**src/rtl/hr_bridge_inj_arbiter_if.sv**
```systemverilog
// rtl/hr_bridge_inj_arbiter_if.sv - injection arbiter request/grant bundle
`timescale 1ns/1ps
interface hr_bridge_inj_arbiter_if #(
   parameter int NREQ = 4
);
   localparam int SW = (NREQ > 1) ? $clog2(NREQ) : 1;

   logic [NREQ-1:0] req_i;
   logic            slot_free_i;
   logic            bfull_i;
   logic [NREQ-1:0] gnt_o;
   logic [NREQ-1:0] deQ_o;
   logic            enQ_o;
   logic [SW-1:0]   sel_o;
   logic            starve_o;

   modport master (
      output req_i, slot_free_i, bfull_i,
      input  gnt_o, deQ_o, enQ_o, sel_o, starve_o
   );

   modport slave (
      input  req_i, slot_free_i, bfull_i,
      output gnt_o, deQ_o, enQ_o, sel_o, starve_o
   );
endinterface

```
**src/rtl/hr_bridge_inj_arbiter.sv**
```systemverilog
// rtl/hr_bridge_inj_arbiter.sv - ring-slot injection arbiter, round-robin with starvation override
// Optional injection/stall counters are built when HR_ARB_STATS_EN is defined.
`timescale 1ns/1ps
module hr_bridge_inj_arbiter #(
   parameter int NREQ      = 4,
   parameter int STARVE_TH = 8,
   parameter int CW        = 8
) (
   input  logic                  clk,
   input  logic                  rst,
   hr_bridge_inj_arbiter_if.slave bus
`ifdef HR_ARB_STATS_EN
   ,
   output logic [31:0]           inj_cnt_o,
   output logic [31:0]           stall_cnt_o
`endif
);
   localparam int SW = (NREQ > 1) ? $clog2(NREQ) : 1;

   logic [NREQ-1:0] gnt_q, gnt_d;
   logic            enQ_q, enQ_d;
   logic [SW-1:0]   sel_q, sel_d;
   logic            starve_q, starve_d;
   logic [SW-1:0]   rr_ptr_q, rr_ptr_d;
   logic [CW-1:0]   wait_cnt_q [NREQ];
   logic [CW-1:0]   wait_cnt_d [NREQ];

   logic [NREQ-1:0] elig;
   logic [NREQ-1:0] starved;
   logic            blocked;
   logic            st_hit;
   logic [SW-1:0]   st_idx;
   logic            rr_hit;
   logic [SW-1:0]   rr_idx;
   logic [SW-1:0]   pick;
   int              cand;

   always_comb begin
      // The last winner is masked because its FIFO's req_i still reflects the popped flit.
      elig    = bus.req_i & ~gnt_q;
      blocked = ~bus.slot_free_i | bus.bfull_i | ~(|elig);

      starved = '0;
      for (int k = 0; k < NREQ; k++) begin
         starved[k] = elig[k] && (wait_cnt_q[k] == CW'(STARVE_TH));
      end
      st_hit = |starved;
      st_idx = '0;
      for (int k = NREQ - 1; k >= 0; k--) begin
         if (starved[k]) begin
            st_idx = SW'(k);
         end
      end

      rr_hit = 1'b0;
      rr_idx = rr_ptr_q;
      cand   = 0;
      for (int i = 0; i < NREQ; i++) begin
         cand = int'(rr_ptr_q) + i;
         if (cand >= NREQ) begin
            cand = cand - NREQ;
         end
         if (!rr_hit && elig[cand]) begin
            rr_hit = 1'b1;
            rr_idx = SW'(cand);
         end
      end

      pick     = st_hit ? st_idx : rr_idx;
      gnt_d    = '0;
      enQ_d    = 1'b0;
      sel_d    = sel_q;
      starve_d = 1'b0;
      rr_ptr_d = rr_ptr_q;
      if (!blocked) begin
         gnt_d[pick] = 1'b1;
         enQ_d       = 1'b1;
         sel_d       = pick;
         starve_d    = st_hit;
         rr_ptr_d    = (pick == SW'(NREQ - 1)) ? '0 : pick + SW'(1);
      end

      // Waiting continues to accrue while the slot or downstream buffer blocks injection.
      for (int k = 0; k < NREQ; k++) begin
         if (gnt_d[k] || !bus.req_i[k]) begin
            wait_cnt_d[k] = '0;
         end else if (wait_cnt_q[k] != CW'(STARVE_TH)) begin
            wait_cnt_d[k] = wait_cnt_q[k] + CW'(1);
         end else begin
            wait_cnt_d[k] = wait_cnt_q[k];
         end
      end
   end

   always_ff @(posedge clk or negedge rst) begin
      if (!rst) begin
         gnt_q    <= '0;
         enQ_q    <= 1'b0;
         sel_q    <= '0;
         starve_q <= 1'b0;
         rr_ptr_q <= '0;
         for (int k = 0; k < NREQ; k++) begin
            wait_cnt_q[k] <= '0;
         end
      end else begin
         gnt_q    <= gnt_d;
         enQ_q    <= enQ_d;
         sel_q    <= sel_d;
         starve_q <= starve_d;
         rr_ptr_q <= rr_ptr_d;
         for (int k = 0; k < NREQ; k++) begin
            wait_cnt_q[k] <= wait_cnt_d[k];
         end
      end
   end

   assign bus.gnt_o    = gnt_q;
   assign bus.deQ_o    = gnt_q;
   assign bus.enQ_o    = enQ_q;
   assign bus.sel_o    = sel_q;
   assign bus.starve_o = starve_q;

`ifdef HR_ARB_STATS_EN
   logic [31:0] inj_cnt_q, inj_cnt_d;
   logic [31:0] stall_cnt_q, stall_cnt_d;
   logic        stall_now;

   always_comb begin
      stall_now   = (|bus.req_i) && (!bus.slot_free_i || bus.bfull_i);
      inj_cnt_d   = inj_cnt_q + {31'd0, enQ_q};
      stall_cnt_d = stall_cnt_q + {31'd0, stall_now};
   end

   always_ff @(posedge clk or negedge rst) begin
      if (!rst) begin
         inj_cnt_q   <= '0;
         stall_cnt_q <= '0;
      end else begin
         inj_cnt_q   <= inj_cnt_d;
         stall_cnt_q <= stall_cnt_d;
      end
   end

   assign inj_cnt_o   = inj_cnt_q;
   assign stall_cnt_o = stall_cnt_q;
`endif
endmodule

```
**src/flat_wrapper.sv**
```systemverilog
// flat-port wrapper written by rule: the top's interface ports become plain ports
module hr_bridge_inj_arbiter_flat 
#(
   parameter int NREQ      = 4,
   parameter int STARVE_TH = 8,
   parameter int CW        = 8
)
  (clk, rst, bus_req_i, bus_slot_free_i, bus_bfull_i, bus_gnt_o, bus_deQ_o, bus_enQ_o, bus_sel_o, bus_starve_o);
  hr_bridge_inj_arbiter_if #(.NREQ(NREQ)) bus_i ();
  input  logic clk;
  input  logic rst;
  input wire logic [$bits(bus_i.req_i)-1:0] bus_req_i;
  input wire logic [$bits(bus_i.slot_free_i)-1:0] bus_slot_free_i;
  input wire logic [$bits(bus_i.bfull_i)-1:0] bus_bfull_i;
  output wire logic [$bits(bus_i.gnt_o)-1:0] bus_gnt_o;
  output wire logic [$bits(bus_i.deQ_o)-1:0] bus_deQ_o;
  output wire logic [$bits(bus_i.enQ_o)-1:0] bus_enQ_o;
  output wire logic [$bits(bus_i.sel_o)-1:0] bus_sel_o;
  output wire logic [$bits(bus_i.starve_o)-1:0] bus_starve_o;
  assign bus_i.req_i = bus_req_i;
  assign bus_i.slot_free_i = bus_slot_free_i;
  assign bus_i.bfull_i = bus_bfull_i;
  assign bus_gnt_o = bus_i.gnt_o;
  assign bus_deQ_o = bus_i.deQ_o;
  assign bus_enQ_o = bus_i.enQ_o;
  assign bus_sel_o = bus_i.sel_o;
  assign bus_starve_o = bus_i.starve_o;
  hr_bridge_inj_arbiter #(.NREQ(NREQ), .STARVE_TH(STARVE_TH), .CW(CW)) u_core (.clk(clk), .rst(rst), .bus(bus_i));
endmodule
```
**config.mk**
```make
export PLATFORM = sky130hd
export DESIGN_NAME = hr_bridge_inj_arbiter_flat
export DESIGN_NICKNAME = d
export VERILOG_FILES = /design/src/rtl/hr_bridge_inj_arbiter_if.sv /design/src/rtl/hr_bridge_inj_arbiter.sv /design/src/flat_wrapper.sv
export SDC_FILE = /design/constraint.sdc
export NUM_CORES = 1
export LEC_CHECK = 0
export CAP_MARGIN = 25
export CORE_MARGIN = 2
export CORE_UTILIZATION = 40
export CTS_CLUSTER_DIAMETER = 100
export DETAILED_ROUTE_END_ITERATION = 7
export PLACE_DENSITY_LB_ADDON = 0.08
export SLEW_MARGIN = 20
export SYNTH_ARGS = -nofsm -noshare
export SYNTH_HDL_FRONTEND = slang
export SYNTH_SLANG_ARGS = --single-unit
```
**constraint.sdc**
```tcl
create_clock -name clk -period 3.38 [get_ports clk]
set_clock_uncertainty 0.2 [all_clocks]
set_input_delay 0.507 -clock clk [delete_from_list [all_inputs] [get_ports clk]]
set_output_delay 0.507 -clock clk [all_outputs]
set_load 0.005 [all_outputs]
```
Word-level counts from Yosys, hierarchy flattened
Cells that the tools add are included.

Add/subtract/negate cells: 12. Reductions and logical operators: 25. Muxes and demuxes: 42. Equal/unequal tests: 9. Bitwise logic cells: 6. Magnitude comparators: 10.

Operator list (count): 32-bit by 4-bit less-than comparator with 1-bit output (second input constant) (4); 32-bit two-way mux (4); 32-bit by 4-bit greater-or-equal comparator with 1-bit output (second input constant) (3); 32-bit by 4-bit subtractor with 32-bit output (second input constant) (3); 8-bit two-way mux (8); 8-bit by 1-bit adder with 8-bit output (second input constant) (4); 8-bit by 4-bit == test with 1-bit output (second input constant) (4); 8-bit by 4-bit inequality test with 1-bit output (second input constant) (4); 2-bit two-way mux (10); 1-bit two-way mux (14); 1-bit binary-select mux with 2-bit select (4); 1-bit logical AND (8); 2-bit nonzero test (4); 4-bit OR reduction (2); 1-bit logical NOT (7); 2-bit by 2-bit adder with 3-bit output (second input constant) (2); 4-bit AND (1); 1-bit logical OR (4); 4-bit two-way mux (1); 4-bit inverter (1); 2-bit by 3-bit subtractor with 4-bit output (second input constant) (1); 2-bit by 1-bit adder with 3-bit output (second input constant) (1); 2-bit by 3-bit greater-or-equal comparator with 1-bit output (second input constant) (1); 2-bit by 3-bit less-than comparator with 1-bit output (second input constant) (1); 6 further kinds (8).

Bits in registers: 42. Logic and storage cells: 113. Output and inout bits: 12. Input port bits: 8.

Longest topological paths before layout
Gate-level depths: netlist of run 1.

Depth after elaboration: 23. Mapped depth: 12.

Worst setup path after synthesis of run 1
OpenSTA, ideal clock, no wires.

Path type: register -> register. Start point: register u_core.wait_cnt_q[8] in the netlist's numbering. End point: register u_core.wait_cnt_q[10] in the netlist's numbering. Setup slack: 0.875 ns. Path buffers: 1. Cell stages (with the launch flop): 13. Arrival time: 2.228 ns. Data required time: 3.103 ns. Cells stage by stage: dfrtp_1 inv_1 ha_1 and3b_1 and3_1 a311oi_2 a211oi_2 or2_1 ha_1 and2_1 nand2b_1 buf_2 a21oi_1.

Longest elaborated chain between the ends: 13. Elaborated cells between the ends (all ways): 19. Classes of those cells: add/sub (1); order compare (2); eq/ne (2); mux (9); reduce/logical (5).

RTL lines: from (decl) (line hr_bridge_inj_arbiter.sv:25) `logic [CW-1:0] wait_cnt_q [NREQ];`; from (signal, indexed assignment) (line hr_bridge_inj_arbiter.sv:112) `wait_cnt_q[k] <= wait_cnt_d[k];`; 8-bit by 4-bit == test with 1-bit output * (line hr_bridge_inj_arbiter.sv:45) `starved[k] = elig[k] && (wait_cnt_q[k] == CW'(STARVE_TH));`; 1-bit logical AND * (line hr_bridge_inj_arbiter.sv:45); 2-bit two-way mux (3 in a row) (line hr_bridge_inj_arbiter.sv:50) `if (starved[k]) begin`; 2-bit two-way mux * (line hr_bridge_inj_arbiter.sv:69) `pick = st_hit ? st_idx : rr_idx;`; 2-bit by 3-bit less-than comparator with 1-bit output (not written as such) / 2-bit by 1-bit greater-or-equal comparator with 1-bit output (equally long branches) (line hr_bridge_inj_arbiter.sv:76) `gnt_d[pick] = 1'b1;`; 1-bit logical AND (not written as such) (line hr_bridge_inj_arbiter.sv:76); 1-bit two-way mux (not written as such) (line hr_bridge_inj_arbiter.sv:76); 1-bit demux with 2-bit select *; 4-bit two-way mux * (line hr_bridge_inj_arbiter.sv:75) `if (!blocked) begin`; via u_core.gnt_d[2] (line hr_bridge_inj_arbiter.sv:20) `logic [NREQ-1:0] gnt_q, gnt_d;`; 1-bit logical OR * (line hr_bridge_inj_arbiter.sv:85) `if (gnt_d[k] || !bus.req_i[k]) begin`; 8-bit two-way mux / 2-bit nonzero test (equally long branches).

The timed path passes the listed nets; every way through them passes the cells marked *. The select of a mux whose other input is x is not followed. A chain may end at the register's enable or synchronous reset.

Worst setup path after layout of run 1
Start point: input port bus_req_i[2]. End point: register u_core.wait_cnt_q[25] in the netlist's numbering.

Longest elaborated chain between the ends: 22. Elaborated cells between the ends (all ways): 44. Classes of those cells: order compare (2); mux (27); bitwise (3); reduce/logical (12).

RTL lines: from (decl) (line flat_wrapper.sv:12) `input wire logic [$bits(bus_i.req_i)-1:0] bus_req_i;`; 4-bit AND * (line hr_bridge_inj_arbiter.sv:40) `elig = bus.req_i & ~gnt_q;`; 1-bit binary-select mux with 2-bit select (line hr_bridge_inj_arbiter.sv:63) `if (!rr_hit && elig[cand]) begin`; 1-bit two-way mux (not written as such) (2 in a row) (line hr_bridge_inj_arbiter.sv:63); 1-bit two-way mux (line hr_bridge_inj_arbiter.sv:63); 1-bit logical NOT (line hr_bridge_inj_arbiter.sv:63); 1-bit logical AND (line hr_bridge_inj_arbiter.sv:63); 1-bit two-way mux (line hr_bridge_inj_arbiter.sv:63); 1-bit logical NOT (line hr_bridge_inj_arbiter.sv:63); (+6 left out); 2-bit by 3-bit less-than comparator with 1-bit output (not written as such) / 2-bit by 1-bit greater-or-equal comparator with 1-bit output (equally long branches) (line hr_bridge_inj_arbiter.sv:76); 1-bit logical AND (not written as such) (line hr_bridge_inj_arbiter.sv:76); 1-bit two-way mux (not written as such) (line hr_bridge_inj_arbiter.sv:76); 1-bit demux with 2-bit select; 4-bit two-way mux * (line hr_bridge_inj_arbiter.sv:75); via u_core.gnt_d[0] (line hr_bridge_inj_arbiter.sv:20); 1-bit logical OR * (line hr_bridge_inj_arbiter.sv:85); 8-bit two-way mux / 2-bit nonzero test (equally long branches).

Marked as above.

==> out/qor.csv, run 1 <==
metric;value;unit
run status;completed;
CTS tree;done;
Syn Area/Cell;10.11;µm²
Syn. warnings;0;
Critical Path Source;bus_req_i[2];
worst min-delay path category;reg2reg;
worst hold start;u_core.bus.sel_o[1]$_DFFE_PN0P_;
Root Buffer;clkbuf_8;
die outline width;80.24;µm
unrepaired setup endpoints after global routing;no;
vias post-DR;1564;
core area;5574;µm²
internal power;0.8754;mW
CTS Hold Bufs;0;
crit share post-route;82.06;%
pre-CTS setup slack;0.2750;ns
Synth-to-Final Area Change;14.59;%
commonest non-fill, non-tap cell in the layout;dfrtp_1;
Arr. time, crit path;2.78;ns
DR WL/cell;12.48;µm
Rel. slew slack;63.63;%
Reg2Reg Setup Slack;0.62;ns
Worst-path clk slew;0.08;ns
Num CTS Buffers;5;
kind of cell adding the most delay to the critical path;simple AND/OR/NAND/NOR gates;
worst-skew pair later-pin latency;0.29;ns
critical-path cell list;clkdlybuf4s50_1 > and2b_2 > and3_1 > a311oi_2 > a211oi_2 > or2_1 > ha_1 > and2_1 > nand2b_1 > a21oi_1;
Crit. End Element;flip-flop;
final setup violating endpoints;0;
final antenna-violating net count;0;
most frequent cells in the layout;42 x dfrtp_1, 33 x nor2_1, 18 x clkdlybuf4s50_1, 17 x nand3_1, 16 x xor2_1;
leakage;1.200;nW
GRT Util Overall;14.34;%
initial antenna violation count;0;
DRT iter0 DRCs;41;
Top FF cell, synth;dfrtp_1;
fin worst setup slack;0.6065;ns
drt first pass iters;4;
IO Count;20;
Setup Fix Bufs, Post-CTS;0;
Cell variety after synth;47;
first-pass GRT wire length;7189;µm
net count after synthesis;250;
Seq pwr share;48.6;%
ys async rst share;100.0;%
pwr/cell area;466.9;nW/µm²
Setup TNS;0;ns
H-tree Lvls;2;
fmax;0.3606;GHz
Cell Area, Synth;2325;µm²
share of layout cells above drive strength 1;10.80;%
Hold Violations, Final;0;
Yosys reg bits;42;
die span in y;80.24;µm
reg2reg start;u_core.wait_cnt_q[8]$_DFFE_PN0P_;
Post-Syn Instances;230;
crit-path max cell delay;0.48;ns
maximum clock path buffer count;2;
Seq/Total Area, Yosys;45.21;%
DRC Markers;0;
clock power share;27.2;%
Net Sw Power;0.3685;mW
Post-CTS Resized;0;
EDFF count, synth;0;
antenna diode instance count;0;
Site Rows;27;
Crit Reg-Reg Endpoint;u_core.wait_cnt_q[25]$_DFFE_PN0P_;
share of total power in combinational logic;24.2;%
detailed placement HPWL;2882;µm
Startpoint Class;input port;
pin count of the biggest net entering global routing;43;
crit path kind;in2reg;
Max Cap Viol;0;
slew at the pin closest to its max-slew limit;0.5456;ns
CP Buf/Inv Count;1;
Tmin final;2.774;ns
Hold Path Depth;2;
initial core utilization;41.71;%
Final #Nets;269;
max-slew violation count;0;
vias in the first global route;1581;
Via density;4.857;
CTS sink count;42;
Die ar.;6438;µm²
Slowest-stage cell, CP;clkdlybuf4s50_1;
CP Max Fanout;8;
R2R cell count;11;
Placer Congestion;0.7873;
Hold Path End;u_core.bus.sel_o[1]$_DFFE_PN0P_;
switch share;29.62;%
WHS;0.3279;ns
WP data required;3.39;ns
Buffers on Ports;19;
Post-Route WL;4020;µm
total gr overflow;0;
peak supply drop;260.7;µV
[worst min-delay path, cell delays in order, from the launching register on]
cell and delay [ns]:
dfrtp_1 0.39, inv_1 0.05, mux2i_1 0.05
[layout make-up]
cell class	count	area (µm²)
inverters	11	41.29
well taps	72	90.09
clock inverters	2	12.51
clock buffers	6	82.58
repair buffers	21	215.2
fillers	547	2910
flip-flops and latches	42	1051
multi-input cells	168	1171
[metal layers]
layer | vias up | part of all wire [%] | track usage (%)
met5 | - | 0 | 0
met1 | 739 | 52 | 20.34
met2 | 19 | 44 | 21.83
li1 | 804 | - | -
met3 | 2 | 2.7 | 3.034
met4 | 0 | 0.77 | 4.576
[cell usage after synthesis, types with 2 or more instances]
cell type | n | share of area [%]
and3_1 | 8 | 2.2
nand2b_1 | 9 | 2.4
xnor2_1 | 8 | 3.0
nor3b_1 | 3 | 0.97
dfrtp_1 | 42 | 45
buf_2 | 4 | 0.86
and2_1 | 4 | 1.1
mux2_2 | 3 | 1.5
nand3_1 | 17 | 3.7
or2_1 | 2 | 0.54
mux2i_1 | 2 | 0.86
and3b_1 | 2 | 0.75
buf_4 | 4 | 1.3
and2b_2 | 2 | 0.75
nor2b_1 | 2 | 0.54
nand4_1 | 2 | 0.54
nand2_1 | 12 | 1.9
ha_1 | 12 | 6.5
o22ai_1 | 2 | 0.54
a2bb2oi_1 | 2 | 0.75
xor2_1 | 16 | 6.0
inv_1 | 11 | 1.8
nor2_1 | 33 | 5.3
a21oi_1 | 5 | 1.1
[per-stage QoR]
step	utilization, %	instances	instance area [µm²]	total power [mW]
floorplan	-	230	2325	0.8125
global placement	45.54	312	2539	0.9191
detailed placement	45.54	312	2539	0.9182
global route	47.79	322	2664	1.340
CTS	47.25	320	2634	1.264
finish	47.79	322	2664	1.244
[sequential cells by signal (all words and copies together) (netlist names)]
signal / cells
u_core.bus.deQ_o: 4
u_core.bus.enQ_o: 1
u_core.bus.sel_o: 2
u_core.bus.starve_o: 1
u_core.rr_ptr_q: 2
u_core.wait_cnt_q: 32
[cells by family (layout without fill, tap and decap cells)]
| logic type | count (synthesis) | count (layout) | share of synthesized area [%] |
|---|---|---|---|
| compound gates | 19 | 19 | 6.674 |
| xor+xnor | 24 | 24 | 9.042 |
| fa+ha+maj | 12 | 12 | 6.458 |
| buf+inv | 20 | 40 | 4.413 |
| flops | 42 | 42 | 45.21 |
| mux | 5 | 5 | 2.314 |
| simple gates | 108 | 108 | 25.89 |
[how the worst max path moves through the flow]
stage,end,cells after the start
2_1_floorplan,u_core.wait_cnt_q[10]$_DFFE_PN0P_,12
3_3_place_gp,u_core.wait_cnt_q[10]$_DFFE_PN0P_,10
3_5_place_dp,u_core.wait_cnt_q[10]$_DFFE_PN0P_,10
4_1_cts,u_core.wait_cnt_q[25]$_DFFE_PN0P_,11
5_1_grt,u_core.wait_cnt_q[25]$_DFFE_PN0P_,11
6_report,u_core.wait_cnt_q[25]$_DFFE_PN0P_,10
[power by group through the flow]
stage	logic, mW	clock network (mW)	registers [mW]
after floorplan	0.208	0	0.604
after global placement	0.303	0	0.616
final	0.301	0.339	0.604
after CTS	0.304	0.354	0.606
after global routing	0.346	0.378	0.616
after detailed placement	0.303	0	0.615
Note: power is estimated with default switching activity, not from simulation.
==> inputs of run 2 (changes only) <==
==> constraint.sdc (replaced) <==
create_clock -name clk -period 2.7 [get_ports clk]
set_clock_uncertainty 0.2 [all_clocks]
set_input_delay 0.405 -clock clk [delete_from_list [all_inputs] [get_ports clk]]
set_output_delay 0.405 -clock clk [all_outputs]
set_load 0.005 [all_outputs]
==> run 2 against run 1 <==
Combinational power rose by 55%. Wire length rose by 8.4%. Worst setup slack got worse by 0.42 ns. Register-to-register slack got worse by 0.43 ns. Global-route usage rose by 0.20 points. Count of clock-buffer cells in the layout did not move. Sequential share of layout area fell by 2.6 points. Die area did not move. Sequential cell count did not move. Power rose by 32%.
==> out/qor.csv, run 2 (synthesis results as in run 1) <==
metric;value;unit
peak supply drop;284.6;µV
total gr overflow;0;
fmax;0.3981;GHz
pin count of the biggest net entering global routing;18;
Worst Setup EP;u_core.wait_cnt_q[0]$_DFFE_PN0P_;
GRT Util Overall;14.54;%
Setup TNS;0;ns
Max Cap Viol;0;
run status;completed;
Via density;4.746;
vias in the first global route;1576;
most frequent cells in the layout;42 x dfrtp_1, 33 x nor2_1, 22 x buf_4, 18 x clkdlybuf4s50_1, 17 x nand3_1;
die span in y;80.24;µm
antenna diode instance count;0;
final setup violating endpoints;0;
Site Rows;27;
Crit Reg-Reg Endpoint;u_core.wait_cnt_q[0]$_DFFE_PN0P_;
initial antenna violation count;0;
Post-Route WL;4356;µm
Critical Path Source;bus_req_i[3];
leakage;1.311;nW
Placer Congestion;0.7724;
max reg flops;32;
Final Non-Filler Cells;343;
Hold Violations, Final;0;
worst hold start;u_core.bus.sel_o[1]$_DFFE_PN0P_;
IO Count;20;
most flop-heavy register;u_core.wait_cnt_q;
Die ar.;6438;µm²
DR WL/cell;12.70;µm
max-slew violation count;0;
reg2reg start;u_core.wait_cnt_q[13]$_DFFE_PN0P_;
Reg2Reg Setup Slack;0.19;ns
DRC Markers;0;
drt first pass iters;4;
final antenna-violating net count;0;
die outline width;80.24;µm
first-pass GRT wire length;7238;µm
CTS sink count;42;
Crit. End Element;flip-flop;
WP data required;2.72;ns
total power;1.641;mW
worst-skew pair later-pin latency;0.29;ns
core area;5574;µm²
Final #Nets;290;
Buffers on Ports;19;
DRT iter0 DRCs;43;
pwr/cell area;575.4;nW/µm²
pre-CTS setup slack;-0.2313;ns
share of layout cells above drive strength 1;20.30;%
commonest non-fill, non-tap cell in the layout;dfrtp_1;
crit path kind;in2reg;
Placed Instances;332;
R2R cell count;9;
Rel. slew slack;74.66;%
Num CTS Buffers;5;
maximum clock path buffer count;2;
Synth-to-Final Area Change;22.66;%
Root Buffer;clkbuf_8;
detailed placement HPWL;3216;µm
vias post-DR;1628;
H-tree Lvls;2;
Worst-path clk slew;0.08;ns
Startpoint Class;input port;
CTS tree;done;
Layout fillers;531;
worst min-delay path category;reg2reg;
slew at the pin closest to its max-slew limit;0.3801;ns
Arr. time, crit path;2.53;ns
initial core utilization;41.71;%
crit share post-route;93.03;%
fin worst setup slack;0.1882;ns
CP Max Fanout;8;
Tmin final;2.512;ns
## run 2: cell count changes in the layout (fill, tap and decap cells not counted), sizes merged
cell  before  now
buf        2   23
## run 2: how the worst min path moves through the flow
stage | end | cells past startpoint
3_3_place_gp | u_core.wait_cnt_q[30]$_DFFE_PN0P_ | 1
4_1_cts | u_core.bus.sel_o[1]$_DFFE_PN0P_ | 2
2_1_floorplan | u_core.bus.deQ_o[0]$_DFF_PN0_ | 0
3_5_place_dp | u_core.wait_cnt_q[30]$_DFFE_PN0P_ | 1
5_1_grt | u_core.bus.sel_o[0]$_DFFE_PN0P_ | 2
6_report | u_core.bus.sel_o[1]$_DFFE_PN0P_ | 2
## run 2: routing by layer
metal | track usage, % | wire, µm | vias to the layer above
li1 | - | - | 844
met4 | 5.085 | 57 | 0
met3 | 3.371 | 117 | 6
met5 | 0 | 0 | -
met1 | 20.34 | 2225 | 758
met2 | 22.00 | 1956 | 20
## run 2: through the flow
step                      hold slack [ns]  util [%]  area, µm²
after floorplan                  -0.09059         -       2325
after global placement             0.1505     48.24       2689
after detailed placement           0.1502     48.24       2689
after CTS                          0.3296     50.24       2800
after global routing               0.3600     51.16       2851
final                              0.3236     51.16       2851
## run 2: power breakdown
group | internal [mW] | total, mW | switching, mW
logic | 0.268 | 0.467 | 0.200
clock network | 0.206 | 0.425 | 0.219
registers | 0.690 | 0.749 | 0.0583
## run 2: area by class of cell
cell class,instances,area (µm²),area share (%)
Timing Repair Buffer,42,360.3,12.64
Clock buffer,6,82.58,2.896
Sequential cell,42,1051,36.86
Inverter,11,41.29,1.448
Multi-Input combinational cell,168,1214,42.56
Tap cell,72,90.09,3.159
Clock inverter,2,12.51,0.4388
## run 2: worst max-delay path: stages
cell,delay [ns]
clkdlybuf4s50_1,0.45
and2b_2,0.25
nor3b_2,0.21
a311oi_2,0.07
a211oi_2,0.29
nor2_1,0.10
ha_1,0.19
and2_1,0.16
nand2b_2,0.26
nor2_1,0.13
## run 2: timing repair
item                                    in CTS  in global routing
hold buffers                                 1                  0
setup buffers                                0                  2
hold endpoints to repair                    15                  0
endpoints found under the setup margin      16                 32
pin swaps                                    0                  2
gates resized for setup                      1                  9
